==> src/rtl/bnn_act_pack_if.sv <==
// Output word stream of bnn_act_pack: FIFO head word with valid/ready
// handshake and a flag marking the word that holds the layer's last neuron.
interface bnn_act_pack_if #(
    parameter int WORD_W = 32
);
    logic [WORD_W-1:0] out_word;
    logic              out_valid;
    logic              out_ready;
    logic              out_last;

    modport master (
        output out_word,
        output out_valid,
        output out_last,
        input  out_ready
    );

    modport slave (
        input  out_word,
        input  out_valid,
        input  out_last,
        output out_ready
    );
endinterface

==> src/rtl/bnn_act_pack.sv <==
// Binary activation packer: signed threshold compare, LSB-first word packing, 2-entry FIFO.
// Define BNN_ACT_PACK_THR_EN for per-neuron thresholds; otherwise a plain sign function.
module bnn_act_pack #(
    parameter int ACC_W  = 32,
    parameter int WORD_W = 32,
    parameter int N_OUT  = 64,
    localparam int IDX_W = (N_OUT > 1) ? $clog2(N_OUT) : 1,
    localparam int POS_W = (WORD_W > 1) ? $clog2(WORD_W) : 1
) (
    input  logic                    clk,
    input  logic                    rst,
    input  logic                    layer_start,
    input  logic                    acc_valid,
    input  logic signed [ACC_W-1:0] acc_in,
    input  logic                    thr_we,
    input  logic [IDX_W-1:0]        thr_addr,
    input  logic signed [ACC_W-1:0] thr_data,
    bnn_act_pack_if.master          out_if,
    output logic                    busy,
    output logic                    ovf_err,
    output logic                    seq_err
);
    typedef enum logic {IDLE, RUN} state_t;

    typedef struct packed {
        logic              last;
        logic [WORD_W-1:0] word;
    } ent_t;

    state_t             state_q, state_d;
    logic [IDX_W-1:0]   idx_q, idx_d;
    logic [POS_W-1:0]   pos_q, pos_d;
    logic [WORD_W-1:0]  pack_q, pack_d;
    logic [1:0]         cnt_q, cnt_d;
    logic               rd_q, rd_d;
    logic               wr_q, wr_d;
    ent_t               mem_q [2];
    ent_t               mem_d [2];
    logic               ovf_q, ovf_d;
    logic               seq_q, seq_d;

    logic signed [ACC_W-1:0] thr_val;
    logic [WORD_W-1:0]       word_v;
    logic                    act;
    logic                    last_v;
    logic                    done_word;
    logic                    push;
    logic                    pop;

`ifdef BNN_ACT_PACK_THR_EN
    logic signed [ACC_W-1:0] thr_q [N_OUT];

    // Not reset: thresholds survive rst and layer_start.
    always_ff @(posedge clk) begin
        if (thr_we && (int'(thr_addr) < N_OUT)) begin
            thr_q[thr_addr] <= thr_data;
        end
    end

    assign thr_val = thr_q[idx_q];
`else
    logic unused_thr;

    assign unused_thr = ^{thr_we, thr_addr, thr_data};
    assign thr_val    = '0;
`endif

    assign act       = (acc_in >= thr_val);
    assign last_v    = (idx_q == IDX_W'(N_OUT - 1));
    assign done_word = (pos_q == POS_W'(WORD_W - 1)) || last_v;
    assign pop       = (cnt_q != 2'd0) && out_if.out_ready;

    always_comb begin
        word_v        = pack_q;
        word_v[pos_q] = act;
    end

    always_comb begin
        state_d = state_q;
        idx_d   = idx_q;
        pos_d   = pos_q;
        pack_d  = pack_q;
        cnt_d   = cnt_q;
        rd_d    = rd_q;
        wr_d    = wr_q;
        mem_d   = mem_q;
        ovf_d   = ovf_q;
        seq_d   = seq_q;
        push    = 1'b0;
        if (layer_start) begin
            // Abort/start wins over a coincident accumulator and any pop.
            state_d = RUN;
            idx_d   = '0;
            pos_d   = '0;
            pack_d  = '0;
            cnt_d   = '0;
            rd_d    = 1'b0;
            wr_d    = 1'b0;
            ovf_d   = 1'b0;
            seq_d   = 1'b0;
        end else begin
            if (acc_valid && state_q == IDLE) begin
                seq_d = 1'b1;
            end
            if (acc_valid && state_q == RUN) begin
                if (done_word) begin
                    pack_d = '0;
                    pos_d  = '0;
                    if (cnt_q != 2'd2 || pop) begin
                        push = 1'b1;
                    end else begin
                        ovf_d = 1'b1;
                    end
                    if (last_v) begin
                        state_d = IDLE;
                        idx_d   = '0;
                    end else begin
                        idx_d = idx_q + IDX_W'(1);
                    end
                end else begin
                    pack_d = word_v;
                    pos_d  = pos_q + POS_W'(1);
                    idx_d  = idx_q + IDX_W'(1);
                end
            end
            if (push) begin
                mem_d[wr_q] = '{last: last_v, word: word_v};
                wr_d        = ~wr_q;
            end
            if (pop) begin
                rd_d = ~rd_q;
            end
            cnt_d = cnt_q + {1'b0, push} - {1'b0, pop};
        end
    end

    always_ff @(posedge clk) begin
        if (rst) begin
            state_q <= IDLE;
            idx_q   <= '0;
            pos_q   <= '0;
            pack_q  <= '0;
            cnt_q   <= '0;
            rd_q    <= 1'b0;
            wr_q    <= 1'b0;
            ovf_q   <= 1'b0;
            seq_q   <= 1'b0;
        end else begin
            state_q <= state_d;
            idx_q   <= idx_d;
            pos_q   <= pos_d;
            pack_q  <= pack_d;
            cnt_q   <= cnt_d;
            rd_q    <= rd_d;
            wr_q    <= wr_d;
            mem_q   <= mem_d;
            ovf_q   <= ovf_d;
            seq_q   <= seq_d;
        end
    end

    // Head word is gated so an empty FIFO never shows stale data.
    assign out_if.out_valid = (cnt_q != 2'd0);
    assign out_if.out_word  = out_if.out_valid ? mem_q[rd_q].word : '0;
    assign out_if.out_last  = out_if.out_valid & mem_q[rd_q].last;
    assign busy             = (state_q == RUN);
    assign ovf_err          = ovf_q;
    assign seq_err          = seq_q;
endmodule

==> src/flat_wrapper.sv <==
// flat-port wrapper written by rule: the top's interface ports become plain ports
module bnn_act_pack_flat 
#(
    parameter int ACC_W  = 32,
    parameter int WORD_W = 32,
    parameter int N_OUT  = 64,
    localparam int IDX_W = (N_OUT > 1) ? $clog2(N_OUT) : 1,
    localparam int POS_W = (WORD_W > 1) ? $clog2(WORD_W) : 1
)
  (clk, rst, layer_start, acc_valid, acc_in, thr_we, thr_addr, thr_data, busy, ovf_err, seq_err, out_if_out_word, out_if_out_valid, out_if_out_last, out_if_out_ready);
  bnn_act_pack_if #(.WORD_W(WORD_W)) out_if_i ();
  input  logic clk;
  input  logic rst;
  input  logic layer_start;
  input  logic acc_valid;
  input  logic signed [ACC_W-1:0] acc_in;
  input  logic thr_we;
  input  logic [IDX_W-1:0] thr_addr;
  input  logic signed [ACC_W-1:0] thr_data;
  output logic busy;
  output logic ovf_err;
  output logic seq_err;
  output wire logic [$bits(out_if_i.out_word)-1:0] out_if_out_word;
  output wire logic [$bits(out_if_i.out_valid)-1:0] out_if_out_valid;
  output wire logic [$bits(out_if_i.out_last)-1:0] out_if_out_last;
  input wire logic [$bits(out_if_i.out_ready)-1:0] out_if_out_ready;
  assign out_if_out_word = out_if_i.out_word;
  assign out_if_out_valid = out_if_i.out_valid;
  assign out_if_out_last = out_if_i.out_last;
  assign out_if_i.out_ready = out_if_out_ready;
  bnn_act_pack #(.ACC_W(ACC_W), .WORD_W(WORD_W), .N_OUT(N_OUT)) u_core (.clk(clk), .rst(rst), .layer_start(layer_start), .acc_valid(acc_valid), .acc_in(acc_in), .thr_we(thr_we), .thr_addr(thr_addr), .thr_data(thr_data), .out_if(out_if_i), .busy(busy), .ovf_err(ovf_err), .seq_err(seq_err));
endmodule
==> config.mk <==
export PLATFORM = sky130hd
export DESIGN_NAME = bnn_act_pack_flat
export DESIGN_NICKNAME = d
export VERILOG_FILES = /design/src/rtl/bnn_act_pack_if.sv /design/src/rtl/bnn_act_pack.sv /design/src/flat_wrapper.sv
export SDC_FILE = /design/constraint.sdc
export NUM_CORES = 1
export LEC_CHECK = 0
export ABC_AREA = 1
export CAP_MARGIN = 20
export CORE_MARGIN = 2
export CORE_UTILIZATION = 54
export DETAILED_ROUTE_END_ITERATION = 16
export PLACE_DENSITY_LB_ADDON = 0.25
export SYNTH_ARGS = -nofsm -noshare
export SYNTH_HDL_FRONTEND = slang
export SYNTH_SLANG_ARGS = --single-unit
==> constraint.sdc <==
create_clock -name clk -period 12.2 [get_ports clk]
set_input_delay 1.22 -clock clk [delete_from_list [all_inputs] [get_ports clk]]
set_output_delay 1.22 -clock clk [all_outputs]
set_load 0.1 [all_outputs]
Word level (Yosys, flattened, before mapping)
Cells that the tools add are included.
{"block": "op_classes", "n_bitwise": 9, "eq_ne": 3, "addsub": 4, "order_cmp": 6, "muxes": 22, "reduce_logical": 15}
{"cell": "33-bit 2-to-1 mux", "n": 4}
{"cell": "66-bit bitwise mux", "n": 1}
{"cell": "32-bit 2-to-1 mux", "n": 2}
{"cell": "33-bit demux with 1-bit select", "n": 1}
{"cell": "32-bit bitwise mux", "n": 1}
{"cell": "32-bit by 1-bit >= comparator with 1-bit output, second input constant", "n": 1}
{"cell": "6-bit 2-to-1 mux", "n": 2}
{"cell": "1-bit 2-to-1 mux", "n": 9}
{"cell": "3-bit AND reduction", "n": 3}
{"cell": "2-bit nonzero test", "n": 4}
{"cell": "6-bit by 1-bit adder with 6-bit output, second input constant", "n": 1}
{"cell": "6-bit equality test, second input constant", "n": 1}
{"cell": "5-bit by 6-bit less-than comparator with 1-bit output, second input constant", "n": 1}
{"cell": "1-bit NOT", "n": 6}
{"cell": "5-bit by 1-bit adder with 5-bit output, second input constant", "n": 1}
{"cell": "1-bit demux with 5-bit select", "n": 1}
{"cell": "5-bit equality test, second input constant", "n": 1}
{"cell": "5-bit by 1-bit >= comparator with 1-bit output, second input constant", "n": 1}
{"cell": "1-bit logical AND", "n": 5}
{"cell": "5-bit 2-to-1 mux", "n": 1}
{"cell": "2-bit >= comparator, second input constant", "n": 2}
{"cell": "1-bit NOT with 2-bit output", "n": 2}
{"cell": "2-bit by 1-bit adder with 2-bit output", "n": 1}
{"cell": "1-bit logical OR", "n": 2}
{"cell": "5 further kinds", "n": 5}
{"block": "totals", "elab_cells": 72, "regBits": 116, "out_inout_bits": 37, "input_bits": 76}

Depth between registers and ports, before layout
{"block": "logic_depth", "depth_word": 9, "mapped_depth": 9}

Worst setup path before layout
No wires, ideal clock.
{"block": "synth_timing", "path_kind": "in2reg", "start": "in layer_start", "end": "reg u_core.mem_q[0] (netlist name), enable pin", "arrival_time_ns": 4.229, "cell_stages": 4, "path_slack_ns": 7.507, "t_required_ns": 11.736, "setup_time_ns": 0.464, "path_cell_list": "nor2_1 -> clkinv_1 -> clkbuf_1 -> nor3_1"}
{"block": "synth_between", "elab_chain_cells": 2}
{"item": "start: declaration", "line_no": "flat_wrapper.sv:14", "text": "input logic layer_start;"}
{"item": "1-bit NOT (no source line)"}
{"item": "3-bit AND reduction (no source line)"}
{"item": "end signal: assignment", "line_no": "bnn_act_pack.sv:156", "text": "mem_q <= mem_d;"}
{"item": "end: declaration", "line_no": "bnn_act_pack.sv:37", "text": "ent_t mem_q [2];"}
Every way passes these cells.
A chain may end at the register's enable or synchronous reset.

Worst setup path after layout
{"block": "layout_timing", "start": "reg u_core.rd_q", "end": "out out_if_out_word[12]"}
{"block": "layout_between", "elab_chain_cells": 5}
{"item": "start: declaration", "line_no": "bnn_act_pack.sv:35", "text": "logic rd_q, rd_d;"}
{"item": "start signal: assignment", "line_no": "bnn_act_pack.sv:154", "text": "rd_q <= rd_d;"}
{"item": "1-bit NOT with 2-bit output (not written as such)", "line_no": "bnn_act_pack.sv:164", "text": "assign out_if.out_word = out_if.out_valid ? mem_q[rd_q].word : '0;"}
{"item": "33-bit 2-to-1 mux (not written as such) (3 in a row)", "line_no": "bnn_act_pack.sv:164"}
{"item": "32-bit 2-to-1 mux", "line_no": "bnn_act_pack.sv:164"}
{"item": "end: declaration", "line_no": "flat_wrapper.sv:23", "text": "output wire logic [$bits(out_if_i.out_word)-1:0] out_if_out_word;"}
Every way passes these cells. The select of a mux whose other input is x is not followed.

==> impl_metrics.csv <==
group,metric,value,unit
placed_design,pre_cts_ws,8.36,ns
finish,syn_to_final_growth,22.0,%
clocking,cts_tree,"built",
timing,max_clock_freq,240,MHz
synthesis,yosysWarnings,0,
clocking,hold_buffers,0,
placed_design,place.gp.congestion,0.787,
synthesis,ys_top_cells_by_area,"edfxtp_1 40%, dfxtp_1 20%, nand2_1 15%",
placed_design,port_buffers,42,
synthesis,async_flop_share,0,%
timing,setup_tns,0,ns
detailed_routing,drt_iter0_drc,359,
synthesis,synth_edf_count,66,
detailed_routing,vias_per_cell,5.57,
synthesis,synth_seq_cells,116,
floorplanning,start_util,56.1,%
flow_run,cap_violations,0,
timing,timing.hold.ws,0.462,ns
critical_path,crit_fanout,17,
placed_design,hpwl,6620,um
detailed_routing,route.detailed.drc,0,
detailed_routing,ant_nets,0,
timing,drv_slew,0,
finish,nets,680,
synthesis,synthFlopType,"edfxtp_1",
critical_path,startpoint_type,"register",
floorplanning,fp.dieArea,9880,um^2
floorplanning,num_rows,34,
detailed_routing,wl,11100,um
grt,grt_pass1_vias,3947,
run_status,status,"finished clean",
synthesis,synth.avg_cell_area,8.91,um^2
clocking,post_cts_buffers,0,
timing,fin_crit_sh,34.1,%
synthesis,syn_area,4920,um^2
timing,finalSetupViolations,0,
timing,slew_headroom,33.8,%
clocking,ctsResizeCount,0,
clocking,cts_max_level,4,
timing,rsz0062_at_grt,"no",
synthesis,synthDistinctLibCells,24,
power_and_ir_drop,p_leak,2.10,nW
synthesis,seq_area_frac_synth,60.7,%
critical_path,crit_required,10.98,ns
synthesis,postSynthCellCount,552,
clocking,cts_root_buffer,"clkbuf_8",
timing,skew,0.00663,ns
timing,hold_viol,0,
finish,drive_above_1_share,7.70,%
min_path,hold_path.class,"register to register",
critical_path,r2r_cells,9,
grt,grt_pass1_wl,18300,um
critical_path,rr_endpoint,"u_core.mem_q[62]$_DFFE_PP_",
synthesis,synth_most_common_cell,"nand2_1",
critical_path,reg2reg_slack,9.51,ns
grt,antenna_found_initial,0,
timing,period_minus_slack,4.16,ns
power_and_ir_drop,ir_worst_vdd,0.000112,V
critical_path,endpoint_kind,"output pin",
floorplanning,die_y,99.4,um
synthesis,synth_commonest_cells,"193 x nand2_1, 75 x a21oi_1, 66 x edfxtp_1, 50 x dfxtp_1, 29 x nor2_1",
critical_path,rr_startpoint,"u_core.pos_q[0]$_SDFFE_PP0P_",
synthesis,yosysTopAreaCell,"edfxtp_1",
clocking,clkTransAtPathRegs,0.05,ns
clocking,cts.sinks,116,
detailed_routing,drt-wirelength-per-cell,15.4,um
finish,diodes,0,
clocking,cts_buffer_depth,2,
timing,tightest_slew,0.989,ns
synthesis,syn-num-nets,635,
detailed_routing,vias,4000,
clocking,insertion_delay,0.51,ns
critical_path,path_class,"register to output pin",
clocking,cts_buffers,17,
floorplanning,design.core.area,8760,um^2
floorplanning,chipWidth,99.4,um
power_and_ir_drop,power,879,uW
critical_path,endpoint,"out_if_out_word[12]",
critical_path,cp.arrival,2.94,ns
timing,layout_setup_ws,8.04,ns
detailed_routing,drt_pass1_iterations,5,
power_and_ir_drop,power.density,147,nW/um^2
grt,grt_overflow,0,
floorplanning,num_io_pins,113,
synthesis,synth_top_area_share,40.3,%
grt,grt_max_degree,46,
critical_path,startpoint,"u_core.rd_q$_SDFFE_PP0N_",
grt,grt_usage,23.8,%
-- worst min path at each step --
stage               cells past startpoint                             end                      startpoint
finish                                  2   u_core.pack_q[9]$_SDFFE_PP0P_   u_core.pack_q[9]$_SDFFE_PP0P_
global route                            2   u_core.pack_q[9]$_SDFFE_PP0P_   u_core.pack_q[9]$_SDFFE_PP0P_
CTS                                     2  u_core.pack_q[11]$_SDFFE_PP0P_  u_core.pack_q[11]$_SDFFE_PP0P_
detailed placement                      2  u_core.pack_q[17]$_SDFFE_PP0P_  u_core.pack_q[17]$_SDFFE_PP0P_
global placement                        2  u_core.pack_q[16]$_SDFFE_PP0P_  u_core.pack_q[16]$_SDFFE_PP0P_
floorplan                               2  u_core.pack_q[10]$_SDFFE_PP0P_  u_core.pack_q[10]$_SDFFE_PP0P_
-- final cells by class --
class / instances / area (um^2)
Clock inverter: 12 / 114
Timing Repair Buffer: 51 / 495
Fill cell: 680 / 2770
Clock buffer: 20 / 425
Inverter: 25 / 93.8
Tap cell: 108 / 135
Sequential cell: 116 / 2980
Multi-Input combinational cell: 386 / 1750
-- metal layers --
metal / vias to the layer above / share of wire [%] / global-route usage [%]
li1: 1947 / - / -
met1: 1893 / 44 / 29.8
met2: 140 / 49 / 39.2
met3: 20 / 5.2 / 5.20
met4: 0 / 2.1 / 11.6
met5: - / 0 / 0
-- worst max-delay path, stage by stage, from the launching register on --
cell             delay, ns
dfxtp_1               0.30
inv_1                 0.49
buf_8                 0.25
nand2_1               0.07
a21oi_1               0.17
clkdlybuf4s50_1       1.16
-- where the power goes --
part	switching (mW)	total [mW]	internal, mW
registers	0.000643	0.411	0.410
clock network	0.163	0.449	0.286
logic	0.0149	0.0192	0.00425
total	0.178	0.879	0.701
-- cell families after synthesis --
logic type / share of synthesized area [%]
compound gates: 11.7
xor+xnor: 0.713
fa+ha+maj: 1.78
buf+inv: 3.92
flops: 60.7
simple gates: 21.2
-- layout by cell type (no fill, tap or decap), types with 2 or more instances in the layout --
master	instances
clkbuf_1	3
clkinvlp_4	2
clkinv_2	7
nand4_1	3
nand2_1	193
nor2_1	27
xor2_1	3
inv_1	22
buf_4	8
o21ai_1	16
nand3_1	24
edfxtp_1	66
clkinv_1	3
dfxtp_1	50
clkdlybuf4s50_1	42
o21ai_0	21
clkbuf_16	16
a21oi_1	75
ha_1	7
bufinv_16	2
nor3_1	4
nor2_2	7
-- state kept, by name, summed over array words and instances (netlist names) --
signal          flops
u_core.wr_q         1
u_core.idx_q        6
u_core.busy         1
u_core.pack_q      32
u_core.rd_q         1
u_core.mem_q       66
u_core.cnt_q        2
u_core.pos_q        5
u_core.ovf_err      1
u_core.seq_err      1
-- stage by stage --
step                      utilization [%]  area [um^2]  instances
after floorplan                         -         4920        552
after global placement               62.1         5440        685
after detailed placement             62.1         5440        685
after CTS                            68.3         5980        717
after global routing                 68.4         6000        718
final                                68.4         6000        718
Note: power is estimated with default switching activity, not from simulation.
==> RTL edit, RTL diff (same settings) <==
`ACC_W` is set to 32 in 2 places; all go to 48.
--- a/src/rtl/bnn_act_pack.sv
+++ b/src/rtl/bnn_act_pack.sv
@@ -2,5 +2,5 @@
 // Define BNN_ACT_PACK_THR_EN for per-neuron thresholds; otherwise a plain sign function.
 module bnn_act_pack #(
-    parameter int ACC_W  = 32,
+    parameter int ACC_W  = 48,
     parameter int WORD_W = 32,
     parameter int N_OUT  = 64,
--- a/src/flat_wrapper.sv
+++ b/src/flat_wrapper.sv
@@ -2,5 +2,5 @@
 module bnn_act_pack_flat 
 #(
-    parameter int ACC_W  = 32,
+    parameter int ACC_W  = 48,
     parameter int WORD_W = 32,
     parameter int N_OUT  = 64,
Interface: changed (resized acc_in and thr_data); port bits go from 113 to 145. The function was not compared with the original's and may differ.
==> RTL edit against the original RTL <==
Design area rose by 2.8%. Wire length is 3.9% higher. Sequential cell count is the same. First-iteration DRC count down 5.0%. Worst hold slack improved by 0.0028 ns. Total power increased by 7.6%. Area after synthesis increased by 2.4%. Setup slack gained 0.12 ns. Critical endpoint is now out_if_out_word[28].
==> RTL edit: results (changes against the original RTL) <==
* Metal-1 WL at 4870 µm (+0.47%)
* Endpoint, Worst Hold: u_core.pack_q[1]
* Post-Synth Adder-Cell Area at 1.74% (-0.042 points)
* Leak Pwr at 2.28 nW (+8.5%)
* Synth cell count leaders: nand2_1 (205), a21oi_1 (74), edfxtp_1 (66)
* First-pass GRT wire length at 18600 µm (+1.6%)
* Register area share after synthesis at 59.2% (-1.4 points)
* WHS at 0.465 ns (+0.00283 ns)
* Met2 routed WL at 5710 µm (+5.6%)
* Post-Place Worst Slack at 7.72 ns (-0.640 ns)
* Synthesized Nets at 691 (+8.8%)
* Reg2reg end: u_core.mem_q[56]
* Hold path startpoint: u_core.pack_q[1]
* Slew @ Worst Pin at 0.985 ns (-0.00430 ns)
* Area of the core at 9150 µm² (+4.4%)
* Post-DP HPWL at 6700 µm (+1.2%)
* Final GP Congestion at 0.812 (+3.2%)
* Reg2reg setup slack at 8.75 ns (-0.76 ns)
* Drt initial violations at 341 (-5.0%)
* Final cell count without fillers at 737 (+2.6%)
* CP startpoint: u_core.cnt_q[1]
* Vias in the first global route at 3840 (-2.7%)
* Peak VDD IR at 0.0000984 V (-12%)
* Placed cells at 704 (+2.8%)
* Post-synthesis xor/xnor area fraction at 0.348% (-0.36 points)
* Fillers at 699 (+2.8%)
* Final Skew at 0.00725 ns (+0.000620 ns)
* GRT Resource Usage Total at 24.0% (+0.22 points)
* Worst EP arrival at 2.82 ns (-0.12 ns)
* Outcome: completed
* Area Overhead vs Synth at 22.4%
* Crit Path Max Fanout at 20 (+3)
* Placed Area at 5520 µm² (+1.5%)
* Share of layout cells above drive strength 1 at 6.71% (-1.0 points)
* Total Wirelength at 11500 µm (+3.9%)
* Vias after detailed routing at 4170 (+4.3%)
* Met3 routed WL at 667 µm (+17%)
* Syn avg cell area at 8.74 µm² (-1.8%)
* Synth top area cells: edfxtp_1 (39%), dfxtp_1 (20%), nand2_1 (15%)
* Layout Nets at 728 (+7.1%)
[RTL edit: worst max-delay path by stage]
stage / to / slack, ns
4_1_cts: out_if_out_word[19] / 7.81
6_report: out_if_out_word[28] / 8.16
3_3_place_gp: u_core.mem_q[45] / 7.83
2_1_floorplan: u_core.mem_q[0] / 7.46
5_1_grt: out_if_out_valid / 7.97
3_5_place_dp: u_core.mem_q[57] / 7.72
[RTL edit: kinds of logic after synthesis]
logic type / count (synthesis)
fa+ha+maj: 7
flops: 116
buf+inv: 65
compound gates: 101
xor+xnor: 2
simple gates: 285
[RTL edit: power by group]
part           leakage (nW)  switching, mW  internal, mW  total [mW]
Sequential             1.01       0.000670         0.410       0.411
Combinational         0.976         0.0149       0.00444      0.0194
Clock                 0.299          0.163         0.353       0.515
Total                  2.28          0.178         0.767       0.946
[RTL edit: metal layers]
metal	global-route usage (%)	vias to the layer above
li1	-	2009
met1	31.1	1967
met2	39.0	172
met3	6.10	22
met4	9.17	0
met5	0	-
[RTL edit: area by class of cell]
type | count | share of cell area, %
inverter | 32 | 1.95
clock inverter | 13 | 3.03
clock buffer | 19 | 7.01
tap | 111 | 2.25
sequential | 116 | 48.4
timing repair buffer | 51 | 8.12
multi-input combinational | 395 | 29.2
[RTL edit: worst max-delay path, cell delays in order (launching register included)]
cell and delay [ns]:
dfxtp_1 0.33, nor2_2 0.52, buf_4 0.37, a21oi_1 0.10
clkdlybuf4s50_1 0.97
